[src/rtl/clkgen_pkg.sv]
// clkgen_pkg: shared constants and the write-time clamp decision for the
// clkgen_bank tick/clock generator.
package clkgen_pkg;

  // Default width of period / high-time values.
  localparam int CLKGEN_DIV_W = 32;

  // Widest period / high-time value the clamp helper accepts.
  localparam int CLKGEN_MAX_W = 64;

  // Shortest legal period in clkin cycles; anything shorter is raised to this.
  localparam int PERIOD_MIN = 2;

  // Clamp decision for a programmed (period, high) pair, zero-extended to
  // CLKGEN_MAX_W bits. Returns {use_min_period, use_period_as_high}:
  //   bit 1: the period is below PERIOD_MIN and must be stored as PERIOD_MIN
  //   bit 0: the high time exceeds the (clamped) period and must be stored
  //          as the clamped period, which keeps the output high.
  // Returning flags rather than values lets each channel apply the result
  // in its own DIV_W width.
  function automatic logic [1:0] clamp_decide(
    input logic [CLKGEN_MAX_W-1:0] period,
    input logic [CLKGEN_MAX_W-1:0] high
  );
    logic                    use_min;
    logic [CLKGEN_MAX_W-1:0] period_c;
    use_min  = (period < CLKGEN_MAX_W'(PERIOD_MIN));
    period_c = use_min ? CLKGEN_MAX_W'(PERIOD_MIN) : period;
    return {use_min, (high > period_c)};
  endfunction

endpackage

[src/rtl/clkgen_channel.sv]
// clkgen_channel: one divider channel of clkgen_bank. A free-running counter
// over [0, period_act-1], a shadow/active register pair that only swaps at
// the wrap (or on sync), a registered clkout whose high phase is the last
// high_act cycles of each period, and a one-cycle tick at count 0.
// Optional feature: `define CLKGEN_SYNC_EN adds the sync input.
import clkgen_pkg::*;

module clkgen_channel #(
  parameter int DIV_W      = CLKGEN_DIV_W,
  parameter int DEF_PERIOD = 50000
) (
  input  logic             clkin,
  input  logic             rst,
`ifdef CLKGEN_SYNC_EN
  input  logic             sync,
`endif
  input  logic             clken,
  input  logic             wr_en,
  input  logic [DIV_W-1:0] wr_period,
  input  logic [DIV_W-1:0] wr_high,
  output logic             clkout,
  output logic             tick,
  output logic             pend
);

  localparam logic [DIV_W-1:0] DEF_P = DIV_W'(DEF_PERIOD);
  localparam logic [DIV_W-1:0] DEF_H = DIV_W'(DEF_PERIOD / 2);
  localparam logic [DIV_W-1:0] ONE   = DIV_W'(1);
  localparam logic [DIV_W-1:0] P_MIN = DIV_W'(PERIOD_MIN);

  logic [DIV_W-1:0] count, count_n;
  logic [DIV_W-1:0] period_act, period_n;
  logic [DIV_W-1:0] high_act, high_n;
  logic [DIV_W-1:0] period_sh, psh_n;
  logic [DIV_W-1:0] high_sh, hsh_n;
  logic             pend_n, clkout_n, tick_n;
  logic             sync_i, load, wrap;
  logic [1:0]       clamp_sel;
  logic [DIV_W-1:0] period_c, high_c;

`ifdef CLKGEN_SYNC_EN
  assign sync_i = sync;
`else
  assign sync_i = 1'b0;
`endif

  // Clamp the incoming write so the shadow always holds a legal setting.
  always_comb begin
    clamp_sel = clamp_decide(CLKGEN_MAX_W'(wr_period), CLKGEN_MAX_W'(wr_high));
    period_c  = clamp_sel[1] ? P_MIN : wr_period;
    high_c    = clamp_sel[0] ? period_c : wr_high;
  end

  // Next-state: sync/wrap/increment, shadow load, clkout from the new count
  // and new settings, then the write (which lands after any load).
  always_comb begin
    count_n  = count;
    period_n = period_act;
    high_n   = high_act;
    psh_n    = period_sh;
    hsh_n    = high_sh;
    pend_n   = pend;
    clkout_n = clkout;
    tick_n   = 1'b0;
    load     = 1'b0;
    wrap     = (count == period_act - ONE);

    if (sync_i) begin
      count_n  = '0;
      load     = pend;
    end else if (clken) begin
      if (wrap) begin
        count_n = '0;
        tick_n  = 1'b1;
        load    = pend;
      end else begin
        count_n = count + ONE;
      end
    end

    if (load) begin
      period_n = period_sh;
      high_n   = high_sh;
      pend_n   = 1'b0;
    end

    if (sync_i) begin
      clkout_n = 1'b0;
    end else if (clken) begin
      clkout_n = (count_n >= period_n - high_n);
    end

    if (wr_en) begin
      psh_n  = period_c;
      hsh_n  = high_c;
      pend_n = 1'b1;
    end
  end

  // State registers with synchronous reset to the default frequency.
  always_ff @(posedge clkin) begin
    if (rst) begin
      count      <= '0;
      period_act <= DEF_P;
      high_act   <= DEF_H;
      period_sh  <= DEF_P;
      high_sh    <= DEF_H;
      pend       <= 1'b0;
      clkout     <= 1'b0;
      tick       <= 1'b0;
    end else begin
      count      <= count_n;
      period_act <= period_n;
      high_act   <= high_n;
      period_sh  <= psh_n;
      high_sh    <= hsh_n;
      pend       <= pend_n;
      clkout     <= clkout_n;
      tick       <= tick_n;
    end
  end

endmodule

[src/rtl/clkgen_bank.sv]
// clkgen_bank: NUM_CH independent programmable clock/tick channels.
// Write interface: wr_en is a single-cycle strobe with no back-pressure;
// wr_ch selects the channel and values of wr_ch >= NUM_CH are dropped.
// Optional feature: `define CLKGEN_SYNC_EN adds the sync input, which
// restarts every channel at count 0 and loads any pending shadows.
import clkgen_pkg::*;

module clkgen_bank #(
  parameter int NUM_CH     = 4,
  parameter int DIV_W      = CLKGEN_DIV_W,
  parameter int CLK_FREQ   = 50000000,
  parameter int DEF_FREQ   = 1000,
  parameter int DEF_PERIOD = CLK_FREQ / DEF_FREQ,
  parameter int CH_W       = (NUM_CH > 1) ? $clog2(NUM_CH) : 1
) (
  input  logic              clkin,
  input  logic              rst,
`ifdef CLKGEN_SYNC_EN
  input  logic              sync,
`endif
  input  logic [NUM_CH-1:0] clken,
  input  logic              wr_en,
  input  logic [CH_W-1:0]   wr_ch,
  input  logic [DIV_W-1:0]  wr_period,
  input  logic [DIV_W-1:0]  wr_high,
  output logic [NUM_CH-1:0] clkout,
  output logic [NUM_CH-1:0] tick,
  output logic [NUM_CH-1:0] pend
);

  logic [NUM_CH-1:0] wr_sel;

  // Decode wr_ch into one-hot channel write enables; out-of-range hits none.
  always_comb begin
    wr_sel = '0;
    for (int i = 0; i < NUM_CH; i++) begin
      wr_sel[i] = wr_en && (int'(wr_ch) == i);
    end
  end

  for (genvar g = 0; g < NUM_CH; g++) begin : g_ch
    clkgen_channel #(
      .DIV_W      (DIV_W),
      .DEF_PERIOD (DEF_PERIOD)
    ) u_ch (
      .clkin     (clkin),
      .rst       (rst),
`ifdef CLKGEN_SYNC_EN
      .sync      (sync),
`endif
      .clken     (clken[g]),
      .wr_en     (wr_sel[g]),
      .wr_period (wr_period),
      .wr_high   (wr_high),
      .clkout    (clkout[g]),
      .tick      (tick[g]),
      .pend      (pend[g])
    );
  end

endmodule

[config.mk]
export PLATFORM = sky130hd
export DESIGN_NAME = clkgen_bank
export DESIGN_NICKNAME = d
export VERILOG_FILES = /design/src/rtl/clkgen_pkg.sv /design/src/rtl/clkgen_channel.sv /design/src/rtl/clkgen_bank.sv
export SDC_FILE = /design/constraint.sdc
export NUM_CORES = 2
export LEC_CHECK = 0
export ABC_CLOCK_PERIOD_IN_PS = 11600
export CAP_MARGIN = 20
export CORE_UTILIZATION = 50
export CTS_CLUSTER_SIZE = 24
export DETAILED_ROUTE_END_ITERATION = 12
export PLACE_DENSITY_LB_ADDON = 0.12
export SETUP_SLACK_MARGIN = 0.15
export SLEW_MARGIN = 20
export SYNTH_ARGS = -nofsm -noshare
export SYNTH_HDL_FRONTEND = slang
export SYNTH_HIERARCHICAL = 1
export SYNTH_SLANG_ARGS = --single-unit
[constraint.sdc]
create_clock -name clkin -period 11.6 [get_ports clkin]
set_input_delay 1.74 -clock clkin [delete_from_list [all_inputs] [get_ports clkin]]
set_output_delay 1.74 -clock clkin [all_outputs]
set_load 0.02 [all_outputs]
== Word level (Yosys, flattened, before mapping) ==
Index checks and enable logic that the tools add are counted.

* Bits in registers: 652
* Output and inout bits: 12
* Word-level logic and storage cells: 113

* Add/sub/neg operators: 12
* Order comparisons: 6
* Eq/ne operators: 7
* Mux-type cells: 39
* Bitwise operators: 4
* Reduce and logical (&&, ||, !) cells: 13

{| class="wikitable"
|+ Operators by type and width
! operator !! number
|-
| two-way mux 32 bit || 19
|-
| adder 32 x 1 -> 32 bit (second input constant) || 4
|-
| equality test 32 bit || 4
|-
| >= comparator 32 bit || 4
|-
| subtractor 32 x 1 -> 32 bit (second input constant) || 4
|-
| subtractor 32 bit || 4
|-
| > comparator 32 x 64 -> 1 bit || 1
|-
| less-than comparator 32 x 2 -> 1 bit (second input constant) || 1
|-
| two-way mux 1 bit || 20
|-
| nonzero test 2 bit || 4
|-
| OR reduction 2 bit || 4
|-
| equality test 2 bit (second input constant) || 2
|-
| logical AND 1 bit || 4
|-
| NOT 1 bit || 4
|-
| equality test 2 x 1 -> 1 bit (second input constant) || 1
|-
| zero test 2 bit || 1
|}

== Depth between registers and ports, before layout ==
* Depth after elaboration: 7
* Mapped depth: 37
* Gate-level depth less buffers: 34

== Cells and area by module ==
Netlist, hierarchy kept.

{| class="wikitable"
|+ Modules (own cells, without submodules)
! module !! times used !! cells an instance !! area an instance (um^2) !! seq. area each (um^2)
|-
| clkgen_channel at g_ch[1].u_ch ... || 2 || 1251 || 10746.6 || 3263.1
|-
| clkgen_channel at g_ch[0].u_ch || 1 || 1252 || 10797.9 || 3263.1
|-
| clkgen_channel at g_ch[3].u_ch || 1 || 1243 || 10770.3 || 3263.1
|-
| clkgen_bank || 1 || 4 || 37.5 || 0.0
|}

== Worst setup path before layout ==
Ideal clock, no wire load.

* Path type: register -> register
* Start point: register g_ch[3].u_ch.period_act[22]
* End point: register g_ch[3].u_ch.clkout
* Library setup time: 0.119 ns
* Data arrival time: 6.759 ns
* Path slack: 4.722 ns
* Cell stages (with the launch flop): 33
* Path buffers: 3
* Clock period less this slack: 6.878 ns
* Path through: dfxtp_1 > or4_4 > or4_1 > a2111oi_0 > o21ai_0 > a21boi_1 > o211ai_1 > nor4_2 > buf_4 > nand3_2 > buf_6 > buf_6 > mux2i_1 > inv_1 > ha_1 > nor2b_1 > o31a_1 > o311ai_0 > a21oi_1 > o31a_1 > or2_2 > a21o_1 > a21oi_1 > xor2_1 > ha_1 > nand4_1 > nor3_1 > a21oi_1 > o211ai_1 > a311o_1 > nand2_1 > nand4b_1 > o221a_2

* Cells in the longest elaborated chain, start to end: 7
* Elaborated cells between the ends (all ways): 10
* Those cells by class: add/sub: 2; order compare: 1; eq/ne: 1; mux: 6

{| class="wikitable"
|+ Ends and longest elaborated chain
! item !! RTL line !! text
|-
| start: declaration || clkgen_channel.sv:32 || <nowiki>logic [DIV_W-1:0] period_act, period_n;</nowiki>
|-
| start signal: assignment || clkgen_channel.sv:113 || <nowiki>period_act <= period_n;</nowiki>
|-
| subtractor 32 x 1 -> 32 bit || clkgen_channel.sv:66 || <nowiki>wrap = (count == period_act - ONE);</nowiki>
|-
| equality test 32 bit || clkgen_channel.sv:66 ||
|-
| two-way mux 1 bit || clkgen_channel.sv:72 || <nowiki>if (wrap) begin</nowiki>
|-
| two-way mux 1 bit || clkgen_channel.sv:71 || <nowiki>end else if (clken) begin</nowiki>
|-
| two-way mux 32 bit || clkgen_channel.sv:81 || <nowiki>if (load) begin</nowiki>
|-
| named net g_ch[3].u_ch.period_n[1] || clkgen_channel.sv:32 ||
|-
| subtractor 32 bit || clkgen_channel.sv:90 || <nowiki>clkout_n = (count_n >= period_n - high_n);</nowiki>
|-
| >= comparator 32 bit || clkgen_channel.sv:90 ||
|-
| end signal: assignment || clkgen_channel.sv:118 || <nowiki>clkout <= clkout_n;</nowiki>
|-
| end: declaration || clkgen_channel.sv:21 || <nowiki>output logic clkout,</nowiki>
|}

The timed path passes the listed nets, and every way through them passes these cells.
A chain may end at the register's enable or synchronous reset.

== Final worst setup path ==
* Start point: register g_ch[3].u_ch.period_act[8]
* End point: register g_ch[3].u_ch.clkout

Same word-level chain as after synthesis.

==> impl_metrics.tcl <==
set metrics [dict create \
    r2r_end "g_ch[3].u_ch/clkout$_SDFFE_PP0P_" \
    grt_pass1_vias 33800 \
    final-setup-viol-count 0 \
    critical_path.startpoint "g_ch[3].u_ch/period_act[8]$_SDFF_PP1_" \
    r2r-start "g_ch[3].u_ch/period_act[8]$_SDFF_PP1_" \
    detailedRoute.firstPassIterationCount 8 \
    synth.cells.most_frequent "sky130_fd_sc_hd__nor2_1, sky130_fd_sc_hd__dfxtp_1, sky130_fd_sc_hd__ha_1" \
    whs_path_depth 2 \
    finClkSkew_ns 0.0259 \
    post-dp-hpwl_um 89500 \
    status "finished, final reports clean" \
    synth_top_area_share_pct 30.3 \
    cts_buffers 77 \
    cp.depth 33 \
    cp_common_cell "sky130_fd_sc_hd__a21oi_1" \
    fin_tns_setup_ns 0 \
    cts_sinks 652 \
    drt_iter0_drc 2630 \
    nets 5463 \
    path_category_of_the_worst_min_delay_check "flip-flop to flip-flop" \
    pwr_density_cell_mw_per_mm2 112 \
    grt_first_pass_wirelength_um 195000 \
    ys_async_sr_fraction_pct 0 \
    max_cap_viol_count 0 \
    synth_enable_flop_cells 0 \
    hold_viol 0 \
    global_routing_usage_summed_across_all_routing_layers_pct 28.3 \
    drcViolationCount 0 \
    total_inserted_antenna_cells 0 \
    worst-r2r-cell-count 33 \
    postRouteAntennaNets 0 \
    netlist_top_cells_area "sky130_fd_sc_hd__dfxtp_1, sky130_fd_sc_hd__ha_1, sky130_fd_sc_hd__mux2i_1" \
    max_slew_margin_vs_limit_pct 29.1 \
    crit_required_ns 12.10 \
    synth.lib_cells_used.distinct 96 \
    grt_antenna_before_repair 2 \
    critical-path-top-delay-family "compound AO/OA/AOI/OAI gates" \
    critical_path_arrival_ns 9.27 \
    leakage_power_nw 20.1 \
    place.gp.congestion 0.929 \
    critPathMaxFanout 39 \
    synthesis.area_per_instance_sq_um 8.62 \
    setup_slack_of_the_worst_register_to_register_path_ns 2.83 \
    post-route-period-util_pct 75.6 \
    synth_largest_area_cell "sky130_fd_sc_hd__dfxtp_1" \
    hold_end "g_ch[1].u_ch/period_sh[15]$_SDFFE_PP1P_" \
    drive_above_1_share_pct 6.75 \
    mappedNetlistArea_sq_mm 0.0431 \
    detailroute.via_count 36200 \
    number_of_slew_limit_violations_in_the_final_report 0 \
    synthToLayoutAreaGrowth_pct 10.1 \
    routed_wl_um 126000 \
    timing.setup.critical_path_class "flip-flop to flip-flop" \
    synthCells 5001 \
    max_slew.worst_pin.slew_ns 1.06 \
    boundaryPins 85 \
    starting_density_of_the_core_pct 50.5 \
    grt-ovfl-total 0 \
    post_drt_via_cell_ratio 5.85 \
    placementRows 107 \
    total_number_of_yosys_warnings 6 \
    grt_max_degree 101 \
    holdCritStartpoint "g_ch[1].u_ch/period_sh[15]$_SDFFE_PP1P_" \
    clk_root_buffer_cell "sky130_fd_sc_hd__clkbuf_16" \
    clock_insertion_delay_worst_skew_ns 0.62 \
    critPathBufInv 3 \
    post_cts.resized_instances 0 \
    stdcell_area_sq_mm 0.0474 \
    timing.final.crit_period_ns 8.77 \
    chipHeight_um 296 \
    cts_max_level 3 \
    cp-end-kind "flip-flop" \
    postCtsSetupBuffers 0 \
    ys.flop_type "sky130_fd_sc_hd__dfxtp_1" \
    ys_seq_elements 652 \
    core_region_area_sq_mm 0.0853 \
    cts_max_path_buffers 3 \
    rsz_0062_raised_after_global_routing "no" \
    x_dimension_of_the_die_um 296 \
    routed_wire_length_per_instance_um 20.3 \
    design.die.area_sq_mm 0.0874 \
    synth.most_common_cell "sky130_fd_sc_hd__nor2_1" \
    placement.cell_area_sq_mm 0.0448 \
    clock.fmax_mhz 114 \
    postSynthNetCount 5466 \
    ys_seq_area_share_pct 30.3 \
    ir_worst_vdd_v 0.0000906 \
    critical-path-max-stage-delay_ns 0.60 \
    cts.clk_slew.worst_paths_ns 0.06 \
    place.port_buffers 84 \
    slowest_stage "sky130_fd_sc_hd__o311ai_0" \
    holdBufCountCts 0 \
    cts_tree "done" \
    critPathLaunchType "flip-flop" \
]
-- final cells by class --
class                   count  area (sq um)
clock buffers             106          2170
clock inverters            27           437
fillers                  7926         37800
inverters                 198           743
multi-input cells        3927         28300
flip-flops and latches    652         13100
well taps                1144          1430
repair buffers            142          1280
-- metrics by stage --
stage               setup WS, ns  power (mW)  hold WS (ns)  std cells  utilization (%)
global route                2.04        5.50         0.501       6196             55.6
detailed placement          2.75        2.82         0.457       6063             52.6
floorplan                   4.72        2.62         0.434       5001                -
global placement            2.87        2.81         0.456       6063             52.6
CTS                         2.71        5.36         0.472       6196             55.6
finish                      2.83        5.31         0.469       6196             55.6
-- tightest hold or removal path, cell delays in order, from the launching register on --
cell and delay [ns]:
sky130_fd_sc_hd__dfxtp_1 0.32, sky130_fd_sc_hd__mux2i_1 0.06, sky130_fd_sc_hd__nand2_1 0.06
-- power breakdown --
group          switching, mW  internal, mW  total (mW)
Clock                  0.980          1.55        2.53
Combinational          0.297         0.169       0.466
Sequential            0.0320          2.28        2.31
-- cells in the final DEF (no fill, tap or decap), types with 38 or more instances in the layout --
master,Yosys,final
sky130_fd_sc_hd__a211oi_1,166,166
sky130_fd_sc_hd__a21o_1,103,103
sky130_fd_sc_hd__a21oi_1,194,193
sky130_fd_sc_hd__and2_1,91,91
sky130_fd_sc_hd__and3_1,39,39
sky130_fd_sc_hd__buf_4,6,58
sky130_fd_sc_hd__clkbuf_16,0,79
sky130_fd_sc_hd__clkdlybuf4s50_1,0,83
sky130_fd_sc_hd__dfxtp_1,652,652
sky130_fd_sc_hd__ha_1,388,388
sky130_fd_sc_hd__inv_1,195,195
sky130_fd_sc_hd__mux2_1,38,38
sky130_fd_sc_hd__mux2_2,50,50
sky130_fd_sc_hd__mux2i_1,355,355
sky130_fd_sc_hd__nand2_1,207,207
sky130_fd_sc_hd__nand2b_1,79,79
sky130_fd_sc_hd__nand3_1,121,119
sky130_fd_sc_hd__nand4_1,89,89
sky130_fd_sc_hd__nor2_1,731,729
sky130_fd_sc_hd__nor2b_1,89,89
sky130_fd_sc_hd__nor3_1,131,130
sky130_fd_sc_hd__nor4_1,97,97
sky130_fd_sc_hd__o21ai_0,140,140
sky130_fd_sc_hd__xnor2_1,202,202
sky130_fd_sc_hd__xor2_1,182,182
-- flip-flops by register name, summed over array words and instances, names as in the netlist --
| name | flops |
|---|---|
| g_ch.u_ch/period_sh | 128 |
| g_ch.u_ch/clkout | 4 |
| g_ch.u_ch/count | 128 |
| g_ch.u_ch/period_act | 128 |
| g_ch.u_ch/pend | 4 |
| g_ch.u_ch/high_act | 128 |
| g_ch.u_ch/high_sh | 128 |
| g_ch.u_ch/tick | 4 |
-- kinds of logic after synthesis --
| logic type | count (synthesis) | synth area share [%] |
|---|---|---|
| and+or+nand+nor | 1824 | 21.0 |
| xor gates and xnor gates | 385 | 7.86 |
| muxes | 495 | 12.3 |
| AOI/OAI and AO/OA | 831 | 12.9 |
| adders and majority gates | 392 | 11.4 |
| buffers and inverters | 422 | 4.24 |
| DFF | 652 | 30.3 |
-- metal layers --
metal	track usage, %	wire length [um]
met5	0	25
met4	9.04	3830
met3	3.62	7360
met2	45.5	56000
met1	39.2	58300
-- worst max path at each step --
stage / end / slack [ns]
2_1_floorplan: g_ch[3].u_ch/clkout$_SDFFE_PP0P_ / 4.72
3_3_place_gp: g_ch[3].u_ch/clkout$_SDFFE_PP0P_ / 2.87
3_5_place_dp: g_ch[3].u_ch/clkout$_SDFFE_PP0P_ / 2.75
4_1_cts: g_ch[3].u_ch/clkout$_SDFFE_PP0P_ / 2.71
5_1_grt: g_ch[3].u_ch/clkout$_SDFFE_PP0P_ / 2.04
6_report: g_ch[3].u_ch/clkout$_SDFFE_PP0P_ / 2.83
(Power assumes the default switching activity.)
